### config.mk
export PLATFORM = sky130hd
export DESIGN_NAME = debounce_sync
export DESIGN_NICKNAME = d
export VERILOG_FILES = /design/src/rtl/debounce_sync.sv
export SDC_FILE = /design/constraint.sdc
export NUM_CORES = 1
export LEC_CHECK = 0
export ABC_AREA = 1
export BUFFER_PORTS_ARGS = -buffer_cell sky130_fd_sc_hd__buf_2
export CORE_AREA = 2 2 39 41
export CTS_BUF_LIST = sky130_fd_sc_hd__clkbuf_4 sky130_fd_sc_hd__clkbuf_8
export CTS_CLUSTER_SIZE = 8
export DETAILED_ROUTE_END_ITERATION = 8
export DIE_AREA = 0 0 41 43
export GPL_TIMING_DRIVEN = 0
export HOLD_SLACK_MARGIN = 0.12
export SLEW_MARGIN = 15
export SYNTH_ARGS = -nofsm -noshare
export SYNTH_HDL_FRONTEND = slang
export SYNTH_SLANG_ARGS = --single-unit
### constraint.sdc
create_clock -name clk -period 1.4 [get_ports clk]
set_input_delay 0.28 -clock clk [delete_from_list [all_inputs] [get_ports clk]]
set_output_delay 0.28 -clock clk [all_outputs]
set_load 0.005 [all_outputs]
### src/rtl/debounce_sync.sv
// Synchronizer plus stability-count filter for a raw asynchronous level.
// Define DEBOUNCE_EDGE_EN to get registered one-clock rise/fall pulses on q transitions.
module debounce_sync #(
    parameter int SYNC_STAGES   = 2,
    parameter int CNT_W         = 4,
    parameter int STABLE_CYCLES = 10
) (
    input  logic clk,
    input  logic rst,
    input  logic din,
    input  logic ce,
    output logic q,
    output logic qbar,
    output logic busy,
    output logic rise,
    output logic fall
);

    localparam logic [0:0]       IDLE     = 1'b0;
    localparam logic [0:0]       COUNT    = 1'b1;
    localparam logic [CNT_W-1:0] CNT_ONE  = CNT_W'(1);
    localparam logic [CNT_W-1:0] CNT_LAST = CNT_W'(STABLE_CYCLES - 1);
    localparam bit               SINGLE   = (STABLE_CYCLES == 1);

    logic [SYNC_STAGES-1:0] sync_q, sync_d;
    logic                   s;
    logic [0:0]             state_q, state_d;
    logic [CNT_W-1:0]       cnt_q, cnt_d;
    logic                   q_q, q_d;
    logic                   qbar_q, qbar_d;
    logic                   busy_q, busy_d;

    // The synchronizer runs every clock; only the filter honours ce.
    always_comb begin
        sync_d = {sync_q[SYNC_STAGES-2:0], din};
    end

    assign s = sync_q[SYNC_STAGES-1];

    always_comb begin
        state_d = state_q;
        cnt_d   = cnt_q;
        q_d     = q_q;
        if (ce) begin
            case (state_q)
                IDLE: begin
                    if (s != q_q) begin
                        if (SINGLE) begin
                            q_d = s;
                        end else begin
                            cnt_d   = CNT_ONE;
                            state_d = COUNT;
                        end
                    end else begin
                        cnt_d = '0;
                    end
                end
                COUNT: begin
                    if (s == q_q) begin
                        cnt_d   = '0;
                        state_d = IDLE;
                    end else if (cnt_q == CNT_LAST) begin
                        q_d     = s;
                        cnt_d   = '0;
                        state_d = IDLE;
                    end else begin
                        cnt_d = cnt_q + CNT_ONE;
                    end
                end
                default: begin
                    cnt_d   = '0;
                    state_d = IDLE;
                end
            endcase
        end
        qbar_d = ~q_d;
        busy_d = (state_d == COUNT);
    end

    always_ff @(posedge clk or negedge rst) begin
        if (!rst) begin
            sync_q  <= '0;
            state_q <= IDLE;
            cnt_q   <= '0;
            q_q     <= 1'b0;
            qbar_q  <= 1'b1;
            busy_q  <= 1'b0;
        end else begin
            sync_q  <= sync_d;
            state_q <= state_d;
            cnt_q   <= cnt_d;
            q_q     <= q_d;
            qbar_q  <= qbar_d;
            busy_q  <= busy_d;
        end
    end

    assign q    = q_q;
    assign qbar = qbar_q;
    assign busy = busy_q;

`ifdef DEBOUNCE_EDGE_EN
    logic rise_q, rise_d;
    logic fall_q, fall_d;

    // Pulses register on the same edge that q itself changes.
    always_comb begin
        rise_d = q_d & ~q_q;
        fall_d = ~q_d & q_q;
    end

    always_ff @(posedge clk or negedge rst) begin
        if (!rst) begin
            rise_q <= 1'b0;
            fall_q <= 1'b0;
        end else begin
            rise_q <= rise_d;
            fall_q <= fall_d;
        end
    end

    assign rise = rise_q;
    assign fall = fall_q;
`else
    assign rise = 1'b0;
    assign fall = 1'b0;
`endif

endmodule
==> impl_summary.md, run 1 <==
Status
The flow ran to the end, and the final reports show no timing, DRC or antenna violations.

Die
After floorplanning, the core was divided into 14 placement rows. The die area is 0.00176 mm². The width of the die is 41 µm. The chip height is 43 µm. The placeable core region is 0.00138 mm². The I/O pin total is 9. The initial core utilization is 32.0%.

Placed design
After detailed placement, the total cell area comes to 492 µm². The cell total after placement is 72. During placement, the flow inserted port buffers numbering 5.

The weighted congestion at the end of routability-driven global placement is 0.747. The detailed-placement wirelength estimate is 507 µm.

Logic synthesis
Yosys mapped a number of flops with a built-in enable equal to 0. The distinct cell type count after synthesis is 16. The area of the mapped netlist is 443 µm². The number of synthesized register bits is 9. Of all cell types, the one taking the most synthesized area is sky130_fd_sc_hd__dfrtp_1. Synthesis handed over a netlist of 50 instances. During synthesis, Yosys emitted a total of 0 warnings. By area the synthesized netlist is led by sky130_fd_sc_hd__dfrtp_1, sky130_fd_sc_hd__nand2_1, sky130_fd_sc_hd__dfstp_2.

The most instantiated library cell after synthesis is sky130_fd_sc_hd__nand2_1. In the synthesized netlist the dominant register cell turns out to be sky130_fd_sc_hd__dfrtp_1. Averaged over all synthesized cells, the footprint is 8.86 µm². The sequential area share after synthesis is 51.1%. The proportion of register bits with asynchronous set or reset after synthesis is 100%.

By count the netlist is led by sky130_fd_sc_hd__nand2_1, sky130_fd_sc_hd__dfrtp_1, sky130_fd_sc_hd__inv_1. In this run the biggest area consumer among cell types represents 45.2% of the synthesized area.

Drt
The per-cell via count in the routed design is 4.21. The detail route stage leaves a number of antenna-violating nets equal to 0. The total via count after detailed routing is 328. The total detailed-routing wirelength is 750 µm.

The length of the first detailed-routing pass in iterations is 4. The number of violations reported at the end of detailed-routing iteration 0 is 14. In the routed design, unresolved DRC markers number 0. The wire length per cell is 9.62 µm.

Timing
Hold is met by 0.268 ns. The number of hold violations in the final report is 0. Setup repair after global routing left no endpoint under its margin. For the final database, setup skew stands at 0.00148 ns.

The post-layout minimum cycle time is 1.17 ns. The period utilization is 83.6%. The final number of max-transition violations is 0.

The aggregate negative setup slack is 0 ns. Static timing analysis puts the maximum clock frequency at 854 MHz. Setup violations remaining at the end of the flow were counted as 0.

Pwr
The overall power consumption is 0.569 mW. Summed over all cells, the static leakage comes to 0.267 nW. The largest voltage drop on the vdd net is 0.465 mV. Power spread over the standard cell area amounts to 1050 mW/mm².

Setup path
On the worst path, the slowest cell contributes a delay of 0.41 ns. The cell that appears most often on the critical path is sky130_fd_sc_hd__o21ai_0. The worst setup path category is flip-flop to flip-flop. STA classifies the critical path endpoint as a flip-flop. For the worst setup path, the data required time is 1.53 ns.

At the worst endpoint, the arrival time is 1.30 ns. The signal on the critical path passes through inv_1 -> ha_1 -> nand3_1 -> o21ai_0 -> o21ai_0. The combined buffer and inverter count along the critical path is 1. The cell at the slowest stage of the critical path is sky130_fd_sc_hd__dfrtp_1.

Along the worst path, the maximum fanout reaches 4. The sort of element at the start of the critical path is a flip-flop. In this design, the largest share of critical-path delay is due to flip-flops.

Layout
Summing all multi-input logic gate instances after layout gives 171 µm². After routing the design area is 542 µm². The antenna diode count is 0. Counting the fill cells in the layout gives 145. Across the whole layout, storage elements account for 226 µm². The final layout contains 69 nets. The post-route netlist has 22.6% of its cells at a drive strength greater than 1. Once layout is complete, the cells apart from fillers number 78. The growth of design area from synthesis to finish is 22.3%.

Clock network
The clock reaches the later pin of the worst-skew pair after 0.26 ns. The number of H-tree branching levels is 1. Clock-pin slew was measured on the worst setup and hold paths at 0.06 ns. The cell sitting at the root of the clock tree is a sky130_fd_sc_hd__clkbuf_4.

The clock drives 9 sinks. The number of instances resized during post-cts repair is 0. The TritonCTS clock tree is built. The total CTS buffers is 3.

After clock tree synthesis, the setup repair step added 0 buffers. The maximum buffer depth of the clock tree is 2.

GRT
The first global-routing pass estimated 1150 µm of wire. The largest net degree at the start of global routing is 10. Across every metal layer, demand over resource in global routing totals 10.0%. The via count of the first global-routing pass is 282. The number of antenna violations at the first check in global routing is 0.

The final global-route overflow total is 0.

Run
The number of violations of the max-capacitance limit is 0.

Hold path
The worst hold-check path type is input pin to flip-flop.
## final cells by class
type	count	share of cell area, %
Inverter	7	4.85
Sequential cell	9	41.8
Multi-Input combinational cell	32	31.6
Tap cell	16	3.70
Timing Repair Buffer	7	8.31
Buffer	3	4.16
Clock buffer	4	5.54
## worst register-to-register path, cell delays in order (launching register included)
cell and delay [ns]:
sky130_fd_sc_hd__dfrtp_1 0.41, sky130_fd_sc_hd__inv_1 0.07, sky130_fd_sc_hd__ha_1 0.14, sky130_fd_sc_hd__nand3_1 0.12
sky130_fd_sc_hd__o21ai_0 0.20, sky130_fd_sc_hd__o21ai_0 0.12
## metrics by stage
step / utilization [%] / setup slack (ns)
final: 39.2 / 0.229
after global routing: 39.2 / 0.117
after CTS: 38.4 / 0.213
after detailed placement: 35.5 / 0.236
after global placement: 35.5 / 0.254
after floorplan: - / 0.322
## power breakdown
group,switching (mW),total [mW],internal (mW)
clock,0.0892,0.218,0.129
sequential,0.0146,0.289,0.274
combinational,0.0332,0.0621,0.0288
## repair_timing
item                                    in CTS  in global routing
hold endpoints to repair                     9                  1
endpoints found under the setup margin       0                  0
hold buffers                                 1                  1
## logic make-up after synthesis
logic type	count (synthesis)	share of synthesized area, %
compound gates	6	6.78
fa+ha+maj	2	5.65
other cells	1	0.847
flops	9	51.1
simple gates	18	16.7
buf+inv	10	11.0
xor+xnor	4	7.91
## final timing paths
kind                        endpoint  slack (ns)  cells after the start       from
hold reg to reg            sync_q[1]        0.35                      0  sync_q[0]
min in group asynchronous   cnt_q[3]        0.41                      2        rst
setup reg to reg                busy        0.23                      5   cnt_q[1]
max in group asynchronous       qbar        0.75                      2        rst
setup / recovery                busy        0.23                      5   cnt_q[1]
hold / removal              cnt_q[2]        0.27                      2         ce
## routing by layer
metal  GRT usage, %  part of all wire, %  up-vias
met4           6.00                    0        0
met1           12.9                   47      148
met5              0                    0        -
met3           3.14                  2.9        0
li1               -                    -      171
met2           14.1                   50        9
## placed cells by master (no fill, tap or decap), drive strengths merged
master / n
clkbuf: 4
or2: 1
buf: 8
dfstp: 1
conb: 2
nand3: 3
ha: 2
dlygate4sd3: 2
xor2: 3
dfrtp: 8
xnor2: 1
o21ai: 3
a21oi: 3
nand2: 12
inv: 7
nor2: 2
No activity file was read; power rests on OpenSTA's default activity.
==> run 2, diff against run 1 <==
==> constraint.sdc (replaced) <==
create_clock -name clk -period 0.9 [get_ports clk]
set_input_delay 0.18 -clock clk [delete_from_list [all_inputs] [get_ports clk]]
set_output_delay 0.18 -clock clk [all_outputs]
set_load 0.005 [all_outputs]
==> impl_summary.md, run 2 (synthesis gave the netlist of run 1 again) <==
Status
The run finished, with violations left. The final reports fail on negative setup slack.

Setup path
Setup slack on the worst reg-to-reg path comes out at -0.20 ns. The cell at the slowest stage of the critical path is sky130_fd_sc_hd__dfrtp_2. The critical path's largest stage delay is 0.44 ns. The worst setup path is captured at a flip-flop. On the critical path the largest part of the delay comes from flip-flops. The critical path in this run is classified as flip-flop to flip-flop. Walking the worst path, the cells encountered are buf_4 -> ha_4 -> nand2_2 -> xor2_1 -> a21oi_1. STA classifies the critical path startpoint as a flip-flop. The combined buffer and inverter count along the critical path is 1. The maximum fanout count along the critical path is 4.

Data arrives at the worst endpoint at 1.24 ns. STA puts the critical path data required time at 1.04 ns.

Drt
The length of the first detailed-routing pass in iterations is 2. The per-cell via count in the routed design is 4.39. In this run the remaining antenna-violating nets after routing total 0. After detailed routing, the average wire length per cell comes to 11.0 µm. Detailed routing inserted a total of 364 vias. For this run, design rule violations remaining after detail routing come to 0. After the first detailed-routing iteration, the DRC count stood at 2. For this block, the routed nets add up to 909 µm of wire.

Placed design
The number of buffers inserted by port buffering is 5. The placed cell area is 499 µm². The congestion estimate from routability-driven global placement came to 0.665. The detailed-placement wirelength estimate is 545 µm.

Clock network
Clock-pin slew was measured on the worst setup and hold paths at 0.07 ns. The TritonCTS clock tree is built. The number of H-tree branching levels is 1. The clock drives 9 sinks. The maximum buffer depth of the clock tree is 2. Counting the buffers created by CTS gives 3.

CTS placed an instance of sky130_fd_sc_hd__clkbuf_4 at the clock tree root. At the later pin of the worst-skew pair, clock insertion delay measures 0.26 ns.

GRT
The global-route wire length before repair is 1420 µm. The via count of the first global-routing pass was 349. The total overflow left after global routing is 0. Entering global routing, the biggest net connects 10 pins. The number of antenna violations at the first check in global routing is 0. The global router's overall resource usage is 12.6%.

Die
The die area is 0.00176 mm². The I/O pin total is 9. The floorplan row count is 14. The placeable core region is 0.00138 mm². The width of the die is 41 µm.

The chip height is 43 µm. The initial core utilization is 32.0%.

Timing
After layout, the worst setup slack is -0.196 ns. The number of hold violations in the final report was 0. Hold is met by 0.156 ns. On the final layout, the worst clock skew is 0.0100 ns.

The final critical path takes up 122% of the cycle. Setup violations remaining at the end of the flow were counted as 10. Based on the critical path, the design can be clocked at up to 912 MHz.

For the finished layout, the period the worst path requires is 1.10 ns. Setup repair after global routing could not meet its margin everywhere. The final number of max-transition violations is 0.

Pwr
In this run the static leakage power is 0.296 nW. The overall power consumption is 0.971 mW. In this run the power density over the cells is 1450 mW/mm². The largest voltage drop on the vdd net is 0.669 mV.

Layout
The most common cell after layout, fill and taps aside is sky130_fd_sc_hd__nand2_1. The library cells used most frequently in the layout, excluding fill and tap cells, are sky130_fd_sc_hd__nand2_1, sky130_fd_sc_hd__buf_4, sky130_fd_sc_hd__inv_1, sky130_fd_sc_hd__dfrtp_1. Of the cells placed in the final design, the portion with a size suffix greater than 1 is 50.7%.

The post-route cell area is 672 µm². The area growth from synthesis to layout is 51.7%. The net count of the finished layout is 74. The antenna diode count is 0.

Run
Across the run, the number of max-cap violations was 0.

Hold path
The path class of the tightest hold or removal check is input pin to flip-flop.
-- run 2: cell types whose count changed in the layout (fill, tap and decap cells not counted), sizes merged --
cell  previous run  this run
buf              8        13
-- run 2: worst register-to-register path, delay by kind of cell, from the launching register on --
family / cells / cell delay [ns]
flip-flops: 1 / 0.44
AO/OA/AOI/OAI: 1 / 0.06
buffers and inverters: 1 / 0.15
XOR/XNOR: 1 / 0.14
AND/OR/NAND/NOR: 1 / 0.05
adder cells (fa/ha/maj): 1 / 0.15
-- run 2: layer usage --
layer	vias to the layer above	part of all wire [%]	track usage, %
li1	181	-	-
met1	179	39	11.3
met2	4	59	22.5
met3	0	2.3	6.28
met4	0	0	4.00
met5	-	0	0
-- run 2: final cells by class --
cell class | count | area (µm²)
Fill cell | 116 | 712
Multi-Input combinational cell | 32 | 250
Sequential cell | 9 | 230
Timing Repair Buffer | 12 | 92.6
Clock buffer | 4 | 30.0
Inverter | 7 | 26.3
Buffer | 3 | 22.5
Tap cell | 16 | 20.0
-- run 2: power by group --
part / internal (mW) / switching, mW
combinational: 0.0898 / 0.0849
clock: 0.201 / 0.143
sequential: 0.429 / 0.0231
-- run 2: what timing repair did --
action                                  CTS  global route
endpoints found under the setup margin   10            10
hold buffers                              2             0
setup buffers                             4             1
hold endpoints to repair                 10             0
pin swaps                                 7             3
cloned                                    0             0
gates resized for setup                  13             7
-- run 2: worst paths after layout --
path	startpoint	to	cells past startpoint
worst max-delay path	cnt_q[0]	cnt_q[2]	5
worst min-delay path	ce	cnt_q[3]	2
worst max register to register	cnt_q[0]	cnt_q[2]	5
worst min register to register	sync_q[0]	sync_q[1]	0
max in group asynchronous	rst	qbar	2
min in group asynchronous	rst	asynchronous set/reset pin	2
-- run 2: per-stage QoR --
stage          setup TNS [ns]  worst slack [ns]  utilization, %  instances
2_1_floorplan          -0.811            -0.157               -         51
3_3_place_gp            -1.35            -0.230            36.1         72
3_5_place_dp            -1.45            -0.235            36.1         72
4_1_cts                 -1.45            -0.188            45.9         82
5_1_grt                 -2.00            -0.268            48.6         83
6_report                -1.52            -0.196            48.6         83
==> run 3, diff against run 2 <==
--- a/config.mk
+++ b/config.mk
@@ -7,11 +7,12 @@
 export LEC_CHECK = 0
 export ABC_AREA = 1
 export BUFFER_PORTS_ARGS = -buffer_cell sky130_fd_sc_hd__buf_2
-export CORE_AREA = 2 2 39 41
+export CORE_AREA = 4 4 41 43
 export CTS_BUF_LIST = sky130_fd_sc_hd__clkbuf_4 sky130_fd_sc_hd__clkbuf_8
+export CTS_CLUSTER_DIAMETER = 30
 export CTS_CLUSTER_SIZE = 8
 export DETAILED_ROUTE_END_ITERATION = 8
-export DIE_AREA = 0 0 41 43
+export DIE_AREA = 0 0 45 47
 export GPL_TIMING_DRIVEN = 0
 export HOLD_SLACK_MARGIN = 0.12
 export SLEW_MARGIN = 15
==> impl_summary.md, run 3 (synthesis gave the netlist of run 1 again) <==
Die
The I/O pin total is 9. The die area is 0.00212 mm². The placeable core region is 0.00130 mm².

The die is 47 µm tall. The initial core utilization is 34.0%. The floorplan row count is 13. The width of the die is 45 µm.

Drt
The DRC violation count after routing is 0. The length of the first detailed-routing pass in iterations is 4. Once detail routing completed, the nets flagged for antenna violations numbered 0. In the final routed layout, each cell accounts on average for 11.1 µm.

The number of violations reported at the end of detailed-routing iteration 0 is 4. The per-cell via count in the routed design is 4.37. In the final routing, the length of wire on met1 measures 393 µm. The highest routed metal layer is met4.

The met2 wirelength from detailed routing is 461 µm. Summed over all layers, the routed wires come to 924 µm. The routed layout has 363 vias. The routed length on met3 is 50 µm.

Layout
The area growth from synthesis to layout is 43.8%. After routing the design area is 637 µm². Measured on the finished design, the core utilization comes to 48.9%. In the layout the commonest cells are sky130_fd_sc_hd__nand2_1, sky130_fd_sc_hd__buf_4, sky130_fd_sc_hd__dfrtp_1, sky130_fd_sc_hd__inv_1. The post-route netlist has 44.1% of its cells at a drive strength greater than 1.

For this run, the post-layout net count is 75. 0 antenna diodes ended up in the layout. Summing all multi-input logic gate instances after layout gives 211 µm². The number of fill cells is 126. The most common cell after layout, fill and taps aside is sky130_fd_sc_hd__nand2_1.

Once layout is complete, the cells apart from fillers number 83. The combined flip-flop and latch cell area is 228 µm².

GRT
The number of antenna violations at the first check in global routing is 0. In the global route stage, overall resource usage came out at 9.35%. The final global-route overflow total is 0. The via count of the first global-routing pass is 341. Entering global routing, the biggest net connects 10 pins. The first global-routing pass estimated 1370 µm of wire.

Setup path
Among the stages of the critical path, the cell type that occurs most often is sky130_fd_sc_hd__o21ai_0. In this run the register-to-register setup slack is -0.23 ns. The top cell family by delay on the critical path is flip-flops. STA classifies the critical path endpoint as a flip-flop. The startpoint identified for the worst register-to-register timing path is cnt_q[1]. The maximum fanout count along the critical path is 4.

For this run, the slowest stage of the critical path takes 0.38 ns. The arrival time at the worst endpoint is 1.27 ns. Traced cell by cell, the critical path runs through inv_1 -> ha_2 -> nand3_4 -> o21ai_0 -> o21ai_0. The count of cells along the worst register-to-register path is 5. Together, buffers and inverters on the worst path number 1. The sort of element at the start of the critical path is a flip-flop. In this run the worst setup path begins at cnt_q[1]. Data on the critical path is required at its endpoint by 1.04 ns. The worst setup path is of the flip-flop to flip-flop kind.

The count of cell instances traversed by the critical path is 5. The endpoint of the worst-slack reg-to-reg timing path is busy. The cell at the slowest stage of the critical path is sky130_fd_sc_hd__dfrtp_1.

Clock network
TritonCTS built the clock tree. The post-CTS clock slew at the launch and capture registers of the worst setup and hold paths is 0.06 ns. Buffers inserted during clock tree synthesis total 3. The tree is rooted in a sky130_fd_sc_hd__clkbuf_4. CTS built an H-tree with a depth of 1. The clock drives 9 sinks.

The maximum buffer depth of the clock tree is 2. For the worst-skew pair, the clock arrives at the later sink with an insertion delay of 0.26 ns.

Placed design
The placed cell area is 498 µm². The detailed-placement wirelength estimate is 528 µm. The post-placement setup slack is -0.233 ns. The number of placed instances, taps included, is 71. The weighted congestion at the end of routability-driven global placement is 0.769.

The number of buffers inserted by port buffering is 5.

Status
The checks that failed: negative setup slack. The flow ran to the end, but the final reports show violations.

Pwr
The fraction of power spent switching nets is 25.5%. The overall power consumption is 0.962 mW. The internal power is 0.717 mW. The analysis attributes to cell leakage a power of 0.298 nW. For this design the total switching power over the nets is 0.245 mW. The fraction of power consumed by sequential logic is 46.7%. The clock network fraction of design power is 36.0%. The part of the total power dissipated in combinational logic is 17.3%. The largest voltage drop on the vdd net is 0.923 mV. For this design the ratio of total power to cell area is 1510 mW/mm².

Timing
Setup violations remaining at the end of the flow were counted as 10. Timing would allow up to 884 MHz. After layout, the worst setup slack is -0.231 ns.

The post-layout minimum cycle time is 1.13 ns. Setup repair after global routing could not meet its margin everywhere. The final number of max-transition violations came to 0.

The aggregate negative setup slack is -1.67 ns. The final worst clock skew is 0.00263 ns. Final hold analysis gives a worst-case slack of 0.160 ns. The number of hold violations in the final report is 0. The period utilization is 126%.

Run
Max-cap violations in this run came to 0.

Hold path
The launch instance of the worst min-delay path is ce. The end of the worst hold path is cnt_q[3]. The depth of the worst hold-timing path is 2. The tightest min-delay check is of the input pin to flip-flop type.
run 3: worst max-delay path by stage:
stage,to,slack (ns)
after global routing,flip-flop,-0.33
final,busy,-0.23
after global placement,flip-flop,-0.21
after floorplan,flip-flop,-0.16
after CTS,cnt_q[1],-0.21
after detailed placement,flip-flop,-0.23
run 3: power by group through the flow:
stage	clock network (mW)	logic, mW	registers (mW)
global placement	0	0.0904	0.455
floorplan	0	0.0625	0.453
finish	0.346	0.167	0.449
global route	0.383	0.187	0.452
detailed placement	0	0.0910	0.456
CTS	0.361	0.116	0.446
run 3: cell type report:
cell class / instances / area share [%]
well taps: 15 / 2.95
clock buffers: 4 / 4.72
inverters: 7 / 4.13
flip-flops and latches: 9 / 35.8
repair buffers: 13 / 15.7
plain buffers: 3 / 3.54
multi-input cells: 32 / 33.2
run 3: per-layer routing:
layer / vias up / track usage (%)
met5: - / 0
met4: 0 / 5.26
met3: 2 / 4.21
met2: 9 / 13.8
met1: 167 / 11.3
li1: 185 / -
run 3: what timing repair did:
item	in CTS	in global routing
endpoints found under the hold margin	10	0
pin swaps	2	2
endpoints found under the setup margin	10	10
resized for setup	1	11
hold buffers	2	0
buffers inserted	3	3
